**src/rtl/sci_rxbuf.sv**
```systemverilog
// sci_rxbuf: polls the SCI receive status, drains received bytes into a
// DEPTH-entry FIFO and presents them to the CPU through a small register set
// (addr 0 = status, 1 = data/pop, 2 = control/flush).
// Optional feature: define SCI_RXBUF_OVERRUN_EN to get a sticky overrun flag
// in status bit 7 (set when rdrf is seen while the FIFO is full).
module sci_rxbuf #(
  parameter int unsigned ADDR_W = 4
) (
  input  logic       clk,
  input  logic       resetn,
  output logic       sci_IOsel,
  output logic [2:0] sci_addr,
  output logic       sci_read,
  input  logic [7:0] sci_dataout,
  input  logic       IOsel,
  input  logic [2:0] addr,
  input  logic       read,
  input  logic       write,
  input  logic [7:0] datain,
  output logic [7:0] dataout
);

  localparam int unsigned DEPTH = 1 << ADDR_W;
  localparam int unsigned CNT_W = ADDR_W + 1;

  localparam logic [2:0] SCI_STATUS = 3'd4;
  localparam logic [2:0] SCI_DATA   = 3'd5;

  typedef enum logic [1:0] {
    S_IDLE  = 2'd0,
    S_STAT  = 2'd1,
    S_DREAD = 2'd2,
    S_GAP   = 2'd3
  } state_e;

  state_e state_q, state_d;

  logic       sci_iosel_d;
  logic [2:0] sci_addr_d;
  logic       sci_read_d;

  logic [7:0]        mem_q [DEPTH];
  logic [ADDR_W-1:0] wr_ptr_q, wr_ptr_d;
  logic [ADDR_W-1:0] rd_ptr_q, rd_ptr_d;
  logic [CNT_W-1:0]  count_q, count_d;

  logic pop_prev_q, flush_prev_q;
  logic pop_lvl, flush_lvl;
  logic pop, flush, push;
  logic full, empty, rdrf;
  logic ovr;

  logic unused_datain;
  assign unused_datain = ^datain[7:1];

  assign rdrf  = sci_dataout[0];
  assign full  = (count_q == CNT_W'(DEPTH));
  assign empty = (count_q == '0);

  // CPU strobe decode; pop and flush act once per strobe (rising edge only)
  assign pop_lvl   = IOsel & read & (addr == 3'd1);
  assign flush_lvl = IOsel & write & (addr == 3'd2) & datain[0];
  assign pop       = pop_lvl & ~pop_prev_q & ~empty;
  assign flush     = flush_lvl & ~flush_prev_q;
  // A full FIFO only accepts a byte when a pop frees the slot in the same cycle
  assign push      = (state_q == S_DREAD) & (~full | pop);

  // Poll FSM state register and registered SCI port outputs
  always_ff @(posedge clk or negedge resetn) begin
    if (!resetn) begin
      state_q   <= S_IDLE;
      sci_IOsel <= 1'b0;
      sci_addr  <= 3'd0;
      sci_read  <= 1'b0;
    end else begin
      state_q   <= state_d;
      sci_IOsel <= sci_iosel_d;
      sci_addr  <= sci_addr_d;
      sci_read  <= sci_read_d;
    end
  end

  // Poll FSM next state: drain the data register only if there is room
  always_comb begin
    state_d = state_q;
    case (state_q)
      S_IDLE:  state_d = S_STAT;
      S_STAT:  state_d = (rdrf && !full) ? S_DREAD : S_IDLE;
      S_DREAD: state_d = S_GAP;
      S_GAP:   state_d = S_IDLE;
      default: state_d = S_IDLE;
    endcase
  end

  // SCI port decode from the next state so the outputs are registered
  always_comb begin
    sci_iosel_d = 1'b0;
    sci_addr_d  = 3'd0;
    sci_read_d  = 1'b0;
    case (state_d)
      S_STAT: begin
        sci_iosel_d = 1'b1;
        sci_addr_d  = SCI_STATUS;
        sci_read_d  = 1'b1;
      end
      S_DREAD: begin
        sci_iosel_d = 1'b1;
        sci_addr_d  = SCI_DATA;
        sci_read_d  = 1'b1;
      end
      default: begin
        sci_iosel_d = 1'b0;
        sci_addr_d  = 3'd0;
        sci_read_d  = 1'b0;
      end
    endcase
  end

  // FIFO pointer/count update; flush overrides push and pop
  always_comb begin
    wr_ptr_d = wr_ptr_q;
    rd_ptr_d = rd_ptr_q;
    count_d  = count_q;
    if (flush) begin
      wr_ptr_d = '0;
      rd_ptr_d = '0;
      count_d  = '0;
    end else begin
      if (push) wr_ptr_d = wr_ptr_q + ADDR_W'(1);
      if (pop)  rd_ptr_d = rd_ptr_q + ADDR_W'(1);
      case ({push, pop})
        2'b10:   count_d = count_q + CNT_W'(1);
        2'b01:   count_d = count_q - CNT_W'(1);
        default: count_d = count_q;
      endcase
    end
  end

  // FIFO pointers, count and CPU strobe edge detectors
  always_ff @(posedge clk or negedge resetn) begin
    if (!resetn) begin
      wr_ptr_q     <= '0;
      rd_ptr_q     <= '0;
      count_q      <= '0;
      pop_prev_q   <= 1'b0;
      flush_prev_q <= 1'b0;
    end else begin
      wr_ptr_q     <= wr_ptr_d;
      rd_ptr_q     <= rd_ptr_d;
      count_q      <= count_d;
      pop_prev_q   <= pop_lvl;
      flush_prev_q <= flush_lvl;
    end
  end

  // FIFO storage
  always_ff @(posedge clk) begin
    if (push && !flush) mem_q[wr_ptr_q] <= sci_dataout;
  end

`ifdef SCI_RXBUF_OVERRUN_EN
  logic ovr_q, ovr_d;

  // Sticky overrun: rdrf seen while full; only flush or reset clears it
  always_comb begin
    ovr_d = ovr_q;
    if (flush) ovr_d = 1'b0;
    else if ((state_q == S_STAT) && rdrf && full) ovr_d = 1'b1;
  end

  // Overrun flag register
  always_ff @(posedge clk or negedge resetn) begin
    if (!resetn) ovr_q <= 1'b0;
    else         ovr_q <= ovr_d;
  end

  assign ovr = ovr_q;
`else
  assign ovr = 1'b0;
`endif

  // CPU read mux: status or head-of-FIFO, 0 when not selected for a read
  always_comb begin
    dataout = 8'h00;
    if (IOsel && read) begin
      case (addr)
        3'd0:    dataout = {ovr, full, ~empty, 5'(count_q)};
        3'd1:    dataout = empty ? 8'h00 : mem_q[rd_ptr_q];
        default: dataout = 8'h00;
      endcase
    end
  end

endmodule

```
**config.mk**
```make
export PLATFORM = sky130hd
export DESIGN_NAME = sci_rxbuf
export DESIGN_NICKNAME = d
export VERILOG_FILES = /design/src/rtl/sci_rxbuf.sv
export SDC_FILE = /design/constraint.sdc
export NUM_CORES = 1
export LEC_CHECK = 0
export CORE_MARGIN = 2
export CORE_UTILIZATION = 50
export CTS_CLUSTER_SIZE = 20
export DETAILED_ROUTE_END_ITERATION = 7
export PLACE_DENSITY = 0.75
export SLEW_MARGIN = 5
export SYNTH_ARGS = -nofsm -noshare
export SYNTH_HDL_FRONTEND = slang
export SYNTH_SLANG_ARGS = --single-unit
```
**constraint.sdc**
```tcl
create_clock -name clk -period 7.5 [get_ports clk]
set_clock_uncertainty 0.2 [all_clocks]
set_input_delay 1.125 -clock clk [delete_from_list [all_inputs] [get_ports clk]]
set_output_delay 1.125 -clock clk [all_outputs]
set_load 0.02 [all_outputs]
```
==> flow_summary_export.csv, run 1 <==
group,metric,value,unit
status,status,"finished, final reports clean",
sta,fin_crit,4570,ps
worst_setup_path,r2r-start,"count_q[1]",
power,power_switching,0.000613,W
worst_setup_path,path_class,"flip-flop to primary output",
worst_hold_path,hold_path.class,"flip-flop to flip-flop",
global_route,grt_pass1_wl,16400,microns
floorplanning,placementRows,40,
cts,cts_buffer_depth,2,
worst_setup_path,worstPathArrival,3250,ps
worst_setup_path,r2r_cells,8,
synth,synth_seq_cells,147,
power,share_seq_of_total_power,0.452,
synth,synth_nets,353,
power,combPwrFrac,0.203,
cts,clock-sinks,147,
cts,ctsHoldBuffers,0,
synth,yosys-top-cells-count,"edfxtp_1 (128), mux4_2 (40), dfrtp_1 (19), and2_1 (18)",
cts,cts_buffers,17,
floorplanning,die_w,114,microns
placed_design,gp_congestion,0.765,
cells_and_area,num_antenna_cells,0,
global_route,overflow,0,
sta,fin_setup_tns,0,ps
route,drt_iter0_drc,216,
worst_setup_path,cp_max_fo,35,
worst_setup_path,r2r_setup_slack,4730,ps
floorplanning,dieArea,13100,sq um
worst_hold_path,holdPathStages,1,
route,wl_per_cell,20.1,microns
cts,clkLatencyLatePin,430,ps
synth,yosysSeqAreaShare,0.709,
cts,htree_levels,4,
global_route,grt.met2_usage,0.275,
global_route,use_met1,0.232,
power,p_int,0.00163,W
power,power.total,0.00224,W
synth,ys_warn_count,0,
synth,postSynth.asyncResetShare,0.129,
synth,syn_area_per_cell,19.0,sq um
worst_hold_path,hp-start,"state_q[0]",
synth,synthCells,321,
synth,synthTopCellsByArea,"edfxtp_1 (63%), mux4_2 (15%), dfrtp_1 (7.8%)",
floorplanning,num_io_pins,37,
route,drt-vias-per-instance,5.65,
power,p_sw_frac,0.274,
synth,yosysMostFrequentCell,"edfxtp_1",
synth,synth-edff-count,128,
global_route,grt_max_degree,36,
worst_setup_path,cp-start-kind,"flip-flop",
cts,cts_tree,"built",
floorplanning,start_util,0.510,
sta,slew_headroom,0.431,
global_route,grt_use_met3,0.0540,
cts,post-cts-setup-buffers,0,
route,drcViolationCount,0,
cts,cts_resized,0,
global_route,antenna_found_initial,0,
synth,yosys.area.top_type,"edfxtp_1",
worst_setup_path,setup.worst_path.end_class,"primary output",
cells_and_area,area_growth,15.3,%
sta,rsz0062_at_grt,"false",
global_route,first_global_vias,2961,
sta,max_slew.worst_pin.slew,851,ps
power,power_density,319,nW/um^2
global_route,grt_busiest_layer,"met2",
cells_and_area,drive_gt1_frac,0.216,
cells_and_area,fillers,859,
placed_design,dpl.hpwl,6960,microns
worst_setup_path,r2r-end,"count_q[4]",
sta,maxClockFrequency,219,MHz
sta,finalSetupViolations,0,
worst_setup_path,worst-endpoint-required,6170,ps
placed_design,port_buffers,28,
floorplanning,die_height,114,microns
route,firstDrtPassIters,4,
route,wl,10300,microns
power,irDropWorstVdd,0.179,mV
synth,ys.flop_type,"edfxtp_1",
synth,synth_top_area_frac,0.631,
synth,netlist_area,6100,sq um
route,vias,2896,
power,pwr-share-clk,0.345,
floorplanning,fp.coreArea,12000,sq um
cts,ctsRootBufferMaster,"clkbuf_16",
flow_run,cap_violations,0,
sta,hold_viol,0,
cts,clkTransAtPathRegs,60,ps
sta,period_share,0.610,
global_route,grt_use_total,0.176,
worst_hold_path,min_to,"state_q[0]",
route,antenna_left,0,
power,p_leak,2.33,nW
sta,final_max_slew_viol_count,0,
synth,synth.distinct_cells,39,
cells_and_area,finalNetCount,385,
[critical path, stage by stage, from the launching register on]
cell,delay [ps]
dfrtp_2,340
buf_4,530
mux4_2,610
mux4_2,520
a22o_1,260
clkdlybuf4s50_1,530
[state kept, by name (all words and copies together), names as in the netlist]
name and cells:
sci_addr 2, flush_prev_q 1, count_q 5, mem_q 128, pop_prev_q 1, rd_ptr_q 4, state_q 2, wr_ptr_q 4
[placed cells by master (no fill, tap or decap), types with 2 or more instances in the layout]
cell               n
dfrtp_1           18
clkdlybuf4s50_1   28
buf_4              3
inv_8              2
xor2_1             4
inv_1              6
o21ai_0            4
a21oi_1            7
a22o_1             6
nand3_1            2
nor2b_1            4
and2_1            18
nor4b_1            2
clkinvlp_4         4
nand2_1           13
nand2b_1           3
mux4_2            40
clkinv_4           5
inv_6              3
clkbuf_16         17
nor4_1             2
xnor2_1            6
nor2_1            13
ha_1               8
or3_1              2
edfxtp_1         128
[per-layer routing]
metal  vias up  wire length (microns)
li1       1346                      -
met1      1477                   4550
met2        59                   5210
met3        14                    365
met4         0                    187
met5         -                      0
[worst max-delay path by stage]
stage | depth (start not counted) | slack [ps] | to | start
final | 5 | 2930 | dataout[6] | rd_ptr_q[0]
after global routing | 5 | 2790 | dataout[6] | rd_ptr_q[0]
after CTS | 5 | 2870 | dataout[6] | rd_ptr_q[0]
after detailed placement | 5 | 3010 | dataout[4] | addr[1]
after global placement | 5 | 3040 | dataout[4] | addr[1]
after floorplan | 5 | 4080 | dataout[6] | addr[2]
[per-stage QoR]
step / cell area, sq um / cells / utilization / setup slack [ps] / hold slack, ps
floorplan: 6100 / 321 / - / 4080 / 226
global placement: 6480 / 481 / 0.542 / 3040 / 263
detailed placement: 6480 / 481 / 0.542 / 3010 / 286
CTS: 7030 / 513 / 0.588 / 2870 / 297
global route: 7030 / 513 / 0.588 / 2790 / 345
finish: 7030 / 513 / 0.588 / 2930 / 291
[final cells by class]
cell class | instances | area [sq um] | area share
multi-input combinational | 150 | 1650 | 0.235
inverter | 6 | 22.5 | 0.00320
tap | 147 | 184 | 0.0262
clock inverter | 15 | 126 | 0.0180
sequential | 147 | 4320 | 0.615
clock buffer | 17 | 425 | 0.0605
timing repair buffer | 31 | 303 | 0.0431
[kinds of logic (layout without fill, tap and decap cells)]
logic type,Yosys count,count (layout),share of synthesized area
compound gates,25,25,0.0304
xor+xnor,10,10,0.0144
fa+ha+maj,8,8,0.0164
buf+inv,24,69,0.0220
flops,147,147,0.709
mux,40,40,0.148
other cells,1,1,0.000615
simple gates,66,66,0.0599
[power groups by stage]
stage          sequential (W)  combinational [W]  clock, W
3_5_place_dp          0.00103           0.000462         0
6_report              0.00101           0.000455  0.000773
5_1_grt               0.00102           0.000492  0.000815
2_1_floorplan        0.000998           0.000387         0
3_3_place_gp          0.00102           0.000449         0
4_1_cts               0.00101           0.000464  0.000787
Power figures use the tool's default switching activity.
==> run 2: changes to the inputs <==
PLACE_DENSITY = 0.78   (was 0.75)
clock period = 3.71 ns   (was 7.5 ns; I/O delays follow)
==> flow_summary_export.csv, run 2 (synthesis results as in run 1) <==
group,metric,value,unit
status,status,"finished, final reports clean",
route,drcViolationCount,0,
floorplanning,die_w,114,microns
route,routed.top_layer,"met4",
power,power.total,0.00485,W
route,wl_per_cell,23.2,microns
route,wl_met3,644,microns
cts,post-cts-setup-buffers,0,
cells_and_area,finalNetCount,388,
sta,period_share,0.976,
cells_and_area,final_cell_mix,"edfxtp_1 (128), mux4_2 (40), clkdlybuf4s50_1 (21), and2_1 (18), dfrtp_1 (18)",
power,p_leak,2.48,nW
worst_setup_path,slowest_stage,"mux4_2",
global_route,antenna_found_initial,0,
cts,clkTransAtPathRegs,60,ps
sta,fin_crit,3620,ps
power,power_density,676,nW/um^2
sta,rsz0062_at_grt,"false",
cts,cts_buffer_depth,2,
sta,final_max_slew_viol_count,0,
global_route,grt_use_total,0.206,
cells_and_area,largest_register_ffs,128,
route,wl,12000,microns
global_route,grt_pass1_wl,18900,microns
route,drt_iter0_drc,378,
cells_and_area,final_common_cell,"edfxtp_1",
cts,ctsHoldBuffers,0,
worst_hold_path,hold_path.class,"flip-flop to flip-flop",
cells_and_area,num_antenna_cells,0,
cts,ctsRootBufferMaster,"clkbuf_16",
worst_setup_path,cp_max_fo,18,
route,firstDrtPassIters,4,
worst_setup_path,worst-endpoint-required,2950,ps
route,wl_met1,4700,microns
route,antenna_left,0,
floorplanning,fp.coreArea,12000,sq um
sta,maxClockFrequency,276,MHz
placed_design,gp_congestion,0.754,
floorplanning,dieArea,13100,sq um
floorplanning,die_height,114,microns
worst_setup_path,path_class,"flip-flop to primary output",
worst_setup_path,setup.worst_path.end_class,"primary output",
cts,clkLatencyLatePin,420,ps
sta,slew_headroom,0.417,
worst_setup_path,cpMostUsedCell,"mux4_2",
flow_run,cap_violations,0,
global_route,overflow,0,
global_route,grt_max_degree,36,
placed_design,post-place-ws,339,ps
cts,htree_levels,4,
cts,cts_buffers,17,
floorplanning,num_io_pins,37,
worst_setup_path,cp-start-kind,"flip-flop",
cells_and_area,drive_gt1_frac,0.217,
placed_design,port_buffers,28,
cts,clock-sinks,147,
global_route,first_global_vias,3175,
cells_and_area,area_growth,17.6,%
route,drt-vias-per-instance,5.97,
worst_setup_path,worstPathArrival,2870,ps
worst_setup_path,path_cells,"buf_12 -> mux4_2 -> mux4_2 -> a22o_1 -> clkdlybuf4s50_1",
worst_setup_path,crit_path_max_incr_delay,550,ps
route,vias,3078,
sta,hold_viol,0,
sta,fin_setup_tns,0,ps
sta,whs,280,ps
placed_design,dpl.hpwl,7410,microns
cts,cts_tree,"built",
sta,finalSetupViolations,0,
cells_and_area,reg_top3,"mem_q x128, count_q x5",
cells_and_area,fillers,818,
route,wl_met2,6370,microns
sta,setup_slack,88.3,ps
power,irDropWorstVdd,0.312,mV
sta,max_slew.worst_pin.slew,871,ps
floorplanning,start_util,0.510,
cells_and_area,largest-register,"mem_q",
floorplanning,placementRows,40,
run 2: layout make-up:
cell class                 instances  area, sq um  area share
timing repair buffer              34          378      0.0527
tap                              147          184      0.0257
inverter                           6         22.5     0.00314
sequential                       147         4320       0.603
clock buffer                      18          429      0.0599
multi-input combinational        150         1650       0.230
clock inverter                    14          185      0.0258
run 2: power by group:
part	internal [W]	total, W	switching, W
clock network	0.00112	0.00176	0.000644
logic	0.000563	0.00102	0.000458
registers	0.00193	0.00206	0.000136
total	0.00361	0.00485	0.00124
run 2: repair_timing:
item | in CTS | in global routing
pin swaps | 0 | 0
endpoints found under the setup margin | 5 | 3
cloned | 1 | 0
resized for setup | 4 | 3
run 2: stage by stage:
step | util | instance area (sq um) | instances
global placement | 0.545 | 6520 | 483
floorplan | - | 6100 | 321
CTS | 0.599 | 7160 | 516
finish | 0.599 | 7170 | 516
global route | 0.599 | 7170 | 516
detailed placement | 0.545 | 6520 | 483
run 2: path summary, 6_finish.rpt:
check / startpoint / to / slack, ps / cells past startpoint
max: rd_ptr_q[0] / dataout[4] / 90 / 5
min: state_q[0] / state_q[0] / 280 / 1
max reg2reg: count_q[2] / count_q[4] / 930 / 8
min reg2reg: state_q[0] / state_q[0] / 280 / 1
max in group asynchronous: resetn / rd_ptr_q[0] / 2280 / 1
min in group asynchronous: resetn / rd_ptr_q[1] / 440 / 1
run 2: per-layer routing:
| metal | vias to the layer above | track usage |
|---|---|---|
| met2 | 122 | 0.338 |
| met5 | - | 0 |
| met4 | 0 | 0.0927 |
| met1 | 1586 | 0.266 |
| met3 | 22 | 0.0455 |
| li1 | 1348 | - |
run 2: critical path: cells and delay by family, from the launching register on:
family	cells	cell delay, ps
AOI/OAI and AO/OA	1	200
buffers and inverters	2	740
DFF	1	400
muxes	2	1080
